==> src/rtl/alu_sequencer.sv <==
// ============================================================================
// Module   : alu_sequencer
// Purpose  : Multi-cycle fetch/decode/execute controller for the accumulator
//            ALU. It fetches 9-bit instructions, decodes them into the ALU
//            opcode and immediate, drives the write strobes and resolves
//            branches. Opcodes 5'h13-5'h1F are undefined and execute as no-ops.
// Revision : 1.0 - initial release
// ============================================================================
`default_nettype none

module alu_sequencer #(
    parameter int         PC_W      = 10,
    parameter logic [8:0] HALT_WORD = 9'h1FF
) (
    input  logic            Clk,
    input  logic            Reset,
    input  logic            Start,
    input  logic [8:0]      Instr,
    input  logic            AluZero,
    input  logic [PC_W-1:0] LutTarget,
    output logic [PC_W-1:0] PC,
    output logic            InstRdEn,
    output logic [4:0]      AluOp,
    output logic [4:0]      AluImm,
    output logic [3:0]      RegRdAddr,
    output logic [3:0]      LutIdx,
    output logic            AccWrEn,
    output logic            RegWrEn,
    output logic [3:0]      RegWrAddr,
    output logic            MemRdEn,
    output logic            MemWrEn,
    output logic            Busy,
    output logic            Done
);

    // ALU opcode map shared with the ALU.
    localparam logic [4:0] c_ADD   = 5'h00;
    localparam logic [4:0] c_MOVEA = 5'h0A;
    localparam logic [4:0] c_MOVER = 5'h0B;
    localparam logic [4:0] c_LOAD  = 5'h0C;
    localparam logic [4:0] c_STORE = 5'h0D;
    localparam logic [4:0] c_BEQ   = 5'h0E;
    localparam logic [4:0] c_BNE   = 5'h0F;
    localparam logic [4:0] c_BLE   = 5'h10;
    localparam logic [4:0] c_BLT   = 5'h11;
    localparam logic [4:0] c_JUMP  = 5'h12;

    localparam logic [PC_W-1:0] c_PC_ZERO = '0;
    localparam logic [PC_W-1:0] c_PC_ONE  = {{(PC_W-1){1'b0}}, 1'b1};

    typedef enum logic [2:0] {
        S_IDLE   = 3'd0,
        S_FETCH  = 3'd1,
        S_DECODE = 3'd2,
        S_EXEC   = 3'd3,
        S_MEM    = 3'd4,
        S_WB     = 3'd5
    } state_t;

    state_t          r_state;
    logic [PC_W-1:0] r_pc;
    logic [8:0]      r_ir;
    logic            r_inst_rd;
    logic            r_mem_rd;
    logic            r_mem_wr;
    logic            r_acc_wr;
    logic            r_reg_wr;
    logic            r_done;

    logic [4:0]      w_op;
    logic            w_is_branch;
    logic            w_acc_op;

    assign w_op = r_ir[8:4];

    always_comb begin
        w_is_branch = 1'b0;
        w_acc_op    = 1'b0;
        case (w_op)
            c_BEQ, c_BNE, c_BLE, c_BLT: w_is_branch = 1'b1;
            default: ;
        endcase
        // Arithmetic/logic ops ADD..MOVEA write the accumulator in WB.
        if (w_op >= c_ADD && w_op <= c_MOVEA) begin
            w_acc_op = 1'b1;
        end
    end

    always_ff @(posedge Clk) begin
        if (Reset) begin
            r_state   <= S_IDLE;
            r_pc      <= c_PC_ZERO;
            r_ir      <= 9'h000;
            r_inst_rd <= 1'b0;
            r_mem_rd  <= 1'b0;
            r_mem_wr  <= 1'b0;
            r_acc_wr  <= 1'b0;
            r_reg_wr  <= 1'b0;
            r_done    <= 1'b0;
        end else begin
            r_inst_rd <= 1'b0;
            r_mem_rd  <= 1'b0;
            r_mem_wr  <= 1'b0;
            r_acc_wr  <= 1'b0;
            r_reg_wr  <= 1'b0;
            r_done    <= 1'b0;
            case (r_state)
                S_IDLE: begin
                    if (Start) begin
                        r_pc      <= c_PC_ZERO;
                        r_inst_rd <= 1'b1;
                        r_state   <= S_FETCH;
                    end
                end
                S_FETCH: begin
                    r_state <= S_DECODE;
                end
                S_DECODE: begin
                    r_ir <= Instr;
                    if (Instr == HALT_WORD) begin
                        r_done  <= 1'b1;
                        r_state <= S_IDLE;
                    end else begin
                        r_state <= S_EXEC;
                    end
                end
                S_EXEC: begin
                    if (w_is_branch) begin
                        r_pc      <= AluZero ? LutTarget : r_pc + c_PC_ONE;
                        r_inst_rd <= 1'b1;
                        r_state   <= S_FETCH;
                    end else if (w_op == c_JUMP) begin
                        r_pc      <= LutTarget;
                        r_inst_rd <= 1'b1;
                        r_state   <= S_FETCH;
                    end else if (w_op == c_LOAD) begin
                        r_mem_rd <= 1'b1;
                        r_state  <= S_MEM;
                    end else if (w_op == c_STORE) begin
                        r_mem_wr <= 1'b1;
                        r_state  <= S_MEM;
                    end else begin
                        // Undefined opcodes still pass through WB, silently.
                        if (w_op == c_MOVER) begin
                            r_reg_wr <= 1'b1;
                        end else if (w_acc_op) begin
                            r_acc_wr <= 1'b1;
                        end
                        r_state <= S_WB;
                    end
                end
                S_MEM: begin
                    if (w_op == c_LOAD) begin
                        r_acc_wr <= 1'b1;
                        r_state  <= S_WB;
                    end else begin
                        r_pc      <= r_pc + c_PC_ONE;
                        r_inst_rd <= 1'b1;
                        r_state   <= S_FETCH;
                    end
                end
                S_WB: begin
                    r_pc      <= r_pc + c_PC_ONE;
                    r_inst_rd <= 1'b1;
                    r_state   <= S_FETCH;
                end
                default: begin
                    r_state <= S_IDLE;
                end
            endcase
        end
    end

    assign PC        = r_pc;
    assign InstRdEn  = r_inst_rd;
    assign AluOp     = r_ir[8:4];
    assign AluImm    = {1'b0, r_ir[3:0]};
    assign RegRdAddr = r_ir[3:0];
    assign LutIdx    = r_ir[3:0];
    assign RegWrAddr = r_ir[3:0];
    assign AccWrEn   = r_acc_wr;
    assign RegWrEn   = r_reg_wr;
    assign MemRdEn   = r_mem_rd;
    assign MemWrEn   = r_mem_wr;
    assign Busy      = (r_state != S_IDLE);
    assign Done      = r_done;

endmodule

`default_nettype wire

==> config.mk <==
export PLATFORM = sky130hd
export DESIGN_NAME = alu_sequencer
export DESIGN_NICKNAME = d
export VERILOG_FILES = /design/src/rtl/alu_sequencer.sv
export SDC_FILE = /design/constraint.sdc
export NUM_CORES = 1
export LEC_CHECK = 0
export CORE_MARGIN = 10
export CORE_UTILIZATION = 47
export CTS_CLUSTER_SIZE = 16
export DETAILED_ROUTE_END_ITERATION = 12
export GPL_TIMING_DRIVEN = 0
export HOLD_SLACK_MARGIN = 0.02
export PLACE_DENSITY = 0.83
export SKIP_LAST_GASP = 1
export SLEW_MARGIN = 0
export SYNTH_ARGS = -nofsm -noshare
export SYNTH_HDL_FRONTEND = slang
export SYNTH_SLANG_ARGS = --single-unit
==> constraint.sdc <==
create_clock -name Clk -period 2.8 [get_ports Clk]
set_input_delay 0.56 -clock Clk [delete_from_list [all_inputs] [get_ports Clk]]
set_output_delay 0.56 -clock Clk [all_outputs]
set_load 0.03 [all_outputs]
# After elaboration in Yosys (flattened, before gate mapping)
# Cells that the tools add are included.
dict set report totals {
  reg_bits 28
  in_bits 23
  out_inout_bits 39
  word_cells 73
}
dict set report classes {
  add_sub_neg 1
  magnitude_cmp 2
  n_eq_ne 17
  n_mux 32
  n_bitwise 2
  reduce_logical 10
}
# cell count
set ops {}
lappend ops {{10-bit 2-to-1 mux} 5}
lappend ops {{10-bit one-hot mux with 4 select lines} 1}
lappend ops {{5-bit by 4-bit equality test with 1-bit output (second input constant)} 5}
lappend ops {{1-bit 2-to-1 mux} 18}
lappend ops {{3-bit one-hot mux with 6 select lines} 1}
lappend ops {{5-bit equality test (second input constant)} 3}
lappend ops {{3-bit 2-to-1 mux} 4}
lappend ops {{10-bit by 1-bit adder with 10-bit output (second input constant)} 1}
lappend ops {{9-bit equality test (second input constant)} 1}
lappend ops {{4-bit OR reduction} 2}
lappend ops {{3-bit by 2-bit equality test with 1-bit output (second input constant)} 2}
lappend ops {{3-bit equality test (second input constant)} 2}
lappend ops {{6-bit OR reduction} 1}
lappend ops {{5-bit by 1-bit >= comparator with 1-bit output (second input constant)} 1}
lappend ops {{5-bit by 4-bit less-or-equal comparator with 1-bit output (second input constant)} 1}
lappend ops {{5-bit OR reduction} 1}
lappend ops {{2-bit inequality test (second input constant)} 2}
lappend ops {{1-bit one-hot mux with 4 select lines} 1}
lappend ops {{4-bit AND reduction} 1}
lappend ops {{4-bit nonzero test} 1}
lappend ops {{3-bit by 1-bit equality test with 1-bit output (second input constant)} 1}
lappend ops {{3-bit logical NOT} 1}
lappend ops {{3-bit inequality test (second input constant)} 1}
lappend ops {{3-bit nonzero test} 1}
lappend ops {{other kinds (5)} 6}

# Longest topological paths before layout
dict set report logic_depth {
  word_depth 10
  ltp_mapped 6
  depth_no_buf 6
}

# Least setup slack after synthesis
# No wires, ideal clock.
dict set report synth_timing {
  path_kind {reg2reg}
  start {register r_ir[8]}
  end {register r_pc[9] (netlist: PC[9])}
  setup_time_ns 0.073
  arrival_ns 2.007
  required_ns 2.727
  path_slack_ns 0.720
  path_stages_with_launch 7
  n_path_buf 1
  synth_period_minus_slack_ns 2.080
  cell_sequence {dfxtp_1 -> or4b_4 -> a21oi_2 -> buf_6 -> a21oi_2 -> or4b_4 -> o211ai_2}
}
dict set report synth_via {
  elab_chain_cells 5
  elab_cells_between_ends 13
  cone_classes {eq/ne: 8; mux: 3; reduce/logical: 2}
}
# element line
set synth_lines {}
lappend synth_lines {{from (decl)} 62} ;# logic [8:0] r_ir;
lappend synth_lines {{from (signal assigned)} 119} ;# r_ir <= Instr;
lappend synth_lines {{5-bit by 4-bit equality test with 1-bit output / 5-bit equality test (equally long branches)} 79} ;# case (w_op)
lappend synth_lines {{4-bit OR reduction} 79}
lappend synth_lines {{1-bit 2-to-1 mux} 79}
lappend synth_lines {{3-bit inequality test (no source line) / 10-bit 2-to-1 mux (equally long branches)} --}
lappend synth_lines {{4-bit AND reduction (no source line) / 10-bit one-hot mux with 4 select lines (equally long branches)} --}
lappend synth_lines {{to (signal assigned)} 92} ;# r_pc <= c_PC_ZERO;
lappend synth_lines {{to (signal assigned)} 110} ;# r_pc <= c_PC_ZERO;
lappend synth_lines {{to (signal assigned)} 129} ;# r_pc <= AluZero ? LutTarget : r_pc + c_PC_ONE;
lappend synth_lines {{to (decl)} 61} ;# logic [PC_W-1:0] r_pc;
# Several ways; a longest one is shown, not always the timed one.
# A chain may end at the register's enable or synchronous reset.

# Final worst setup path
dict set report layout_timing {
  start {register r_state[2]}
  end {output Busy}
}
dict set report layout_via {
  elab_chain_cells 1
}
# element line
set layout_lines {}
lappend layout_lines {{from (decl)} 60} ;# state_t r_state;
lappend layout_lines {{from (signal assigned)} 91} ;# r_state <= S_IDLE;
lappend layout_lines {{from (signal assigned)} 112} ;# r_state <= S_FETCH;
lappend layout_lines {{from (signal assigned)} 116} ;# r_state <= S_DECODE;
lappend layout_lines {{3-bit nonzero test} 185} ;# assign Busy = (r_state != S_IDLE);
lappend layout_lines {{to (decl)} 32} ;# output logic Busy,
# No other way between the ends.

==> metrics.yaml <==
status:
  outcome: "complete, no violations"
cells_and_area:
  n_fill_cell: 277
  antenna_cells: 0
  layout-drive-gt1-share_pct: 13.8
  area_growth_pct: 42.4
  nNetsFinal: 272
  regArea_um2: 561
  multi_input_area_um2: 847
floorplanning:
  die_y_um: 78.4
  coreArea_um2: 3310
  dieArea_um2: 6150
  ios: 62
  initial_core_util_pct: 48.5
  fp-row-count: 21
  die-width_um: 78.4
synthesis:
  synth_top_family_by_area: "simple AND/OR/NAND/NOR gates"
  yosysWarnings: 0
  synth.largest_area_cell: "dfxtp_1"
  synth.most_common_cell: "dfxtp_1"
  synth_common_cells: "dfxtp_1 (28), nor2_1 (19), a21oi_1 (13), buf_4 (13), mux2i_1 (9)"
  synthXorXnorAreaFrac_pct: 1.64
  netlist_instances: 183
  syn-cell-area_um2: 1610
  yosys.area_share.simple_pct: 23.9
  synth_area_per_cell_um2: 8.77
  synthArstFlopShare_pct: 0
  ys_types: 51
  ys_ff_latch: 28
  synth_fp_nets: 207
  synth_ff_type: "dfxtp_1"
  synth-compound-area-share_pct: 20.6
  synthAdderAreaFrac_pct: 0.779
  synth_top_area_share_pct: 34.9
  ys_seq_area_share_pct: 34.9
  yosys-top-cells-area: "dfxtp_1 (35%), buf_4 (6.1%), mux2i_1 (5.6%)"
  yosys-mux-area-fraction_pct: 5.61
  synth_edf_count: 0
worst_hold_path:
  min_to: "PC[5]"
  worstHoldStart: "PC[5]"
  holdCritPathClass: "reg -> reg"
  min_path_cells: 2
critical_path:
  crit_chain: "clkbuf_1, or3_1, clkdlybuf4s50_1"
  critPathLaunchType: "flip-flop"
  crit_family: "buffers and inverters"
  arrival_ns: 1.88
  worstSetupPathType: "reg -> out"
  cp_slowest_cell: "clkdlybuf4s50_1"
  cp.required_ns: 2.24
  crit_fanout: 10
  endpoint_kind: "primary output"
  path_buf_inv: 2
  crit_path_max_incr_delay_ns: 0.60
  r2r-end: "PC[8]"
  timing.rr.start: "r_ir[7]"
  reg2reg_depth: 5
  r2r_slack_ns: 0.70
sta:
  setup_viol_count_final: 0
  finalSetupTns_ns: 0
  max_slew.worst_pin.slew_ns: 0.564
  skew_ns: 0.00313
  hold_ws_ns: 0.545
  drv_slew: 0
  hold_viol: 0
  setup_slack_ns: 0.363
  fin_crit_ns: 2.44
  slew_headroom_pct: 61.9
  min_period_over_period_pct: 87.0
  fmax_mhz: 410
  rsz0062_at_grt: "false"
drt:
  wl_per_cell_um: 14.7
  drtIter0Drc: 115
  wirelength_um: 4310
  vias_per_cell: 5.23
  vias: 1527
  dr.pass1.iters: 4
  postRouteAntennaNets: 0
  remaining_drc_errors: 0
clock_tree:
  cts_sinks: 28
  clockBufferDepth: 2
  htreeDepth: 1
  clock-root-buffer: "clkbuf_4"
  cts_setup_buffers: 0
  cts_hold_buf: 0
  cts_resized: 0
  cts_tree: "built"
  cts_buffers: 3
  clock_latency_ns: 0.34
  path_clk_slew_ns: 0.15
power_and_ir_drop:
  total_power_mw: 0.973
  vdd_ir_drop_max_v: 0.000235
  power_density_nw_per_um2: 425
  leakage_nw: 0.826
placement:
  post-dp-hpwl_um: 3390
  pre_cts_ws_ns: 0.486
  io_buffers: 60
  gp_congestion: 0.788
job:
  drv_cap: 0
global_route:
  grt_pass1_wl_um: 7360
  antenna_found_initial: 0
  grt-ovfl-total: 0
  grt_start_max_net_pins: 15
  gr-usage-all-layers_pct: 14.2
  first_global_vias: 1529
-- metal layers --
metal | vias to the layer above | GRT usage (%) | share of wire [%]
li1 | 777 | - | -
met1 | 692 | 14.7 | 39
met2 | 54 | 23.2 | 46
met3 | 4 | 8.66 | 14
met4 | 0 | 5.20 | 1.3
met5 | - | 0 | 0
-- layout by cell type (no fill, tap or decap), drive strengths merged, types with 3 or more instances in the layout --
master and instances:
a21o 3, a21oi 15, a22oi 3, buf 18, clkbuf 8, clkdlybuf4s50 60, dfxtp 28, inv 10
mux2i 9, nand2 4, nand2b 3, nand3 5, nor2 19, nor2b 3, nor3b 4, nor4b 3
o21ai 5, o31a 3, o32ai 4, or2 4, or3 3, xnor2 3
-- worst max-delay path by stage --
stage | from | endpoint | slack, ns | cells past startpoint
2_1_floorplan | r_ir[8] | PC[9] | 0.72 | 6
4_1_cts | r_state[1] | Busy | 0.36 | 3
6_report | r_state[2] | Busy | 0.36 | 3
3_3_place_gp | Start | PC[9] | 0.52 | 5
5_1_grt | r_state[1] | Busy | 0.26 | 3
3_5_place_dp | Start | PC[8] | 0.49 | 5
-- registers in the layout, indices dropped and copies added, names as in the netlist --
name,flops
AccWrEn,1
RegWrEn,1
MemRdEn,1
PC,10
r_ir,9
MemWrEn,1
r_state,3
InstRdEn,1
Done,1
-- through the flow --
step / instances / area, um2 / utilization, %
global placement: 289 / 2260 / 68.4
global route: 292 / 2290 / 69.0
floorplan: 183 / 1610 / -
detailed placement: 289 / 2260 / 68.4
finish: 292 / 2290 / 69.0
CTS: 292 / 2290 / 69.0
-- layout make-up --
class / instances / area share (%)
inverter: 10 / 1.64
tap: 46 / 2.52
multi-input combinational: 122 / 37.1
sequential: 28 / 24.5
timing repair buffer: 60 / 26.3
clock buffer: 3 / 0.985
buffer: 23 / 7.01
-- kinds of logic (layout without fill, tap and decap cells) --
kind of cell	after synthesis	in the layout
AOI/OAI and AO/OA	44	44
xor gates and xnor gates	3	3
adders and majority gates	1	1
buffers and inverters	33	96
DFF	28	28
muxes	9	9
other	1	1
and+or+nand+nor	64	64
-- report_power, final --
group | leakage [nW] | total, mW | internal, mW | switching, mW
clock network | 0.0138 | 0.172 | 0.0507 | 0.121
logic | 0.585 | 0.347 | 0.167 | 0.180
registers | 0.228 | 0.453 | 0.423 | 0.0298
total | 0.826 | 0.973 | 0.641 | 0.331
-- worst register-to-register path: stages, from the launching register on --
cell,delay [ns]
dfxtp_1,0.49
nand4bb_1,0.23
or3_1,0.42
a221oi_4,0.48
or2_2,0.26
o32ai_1,0.11
(Power assumes the default switching activity.)
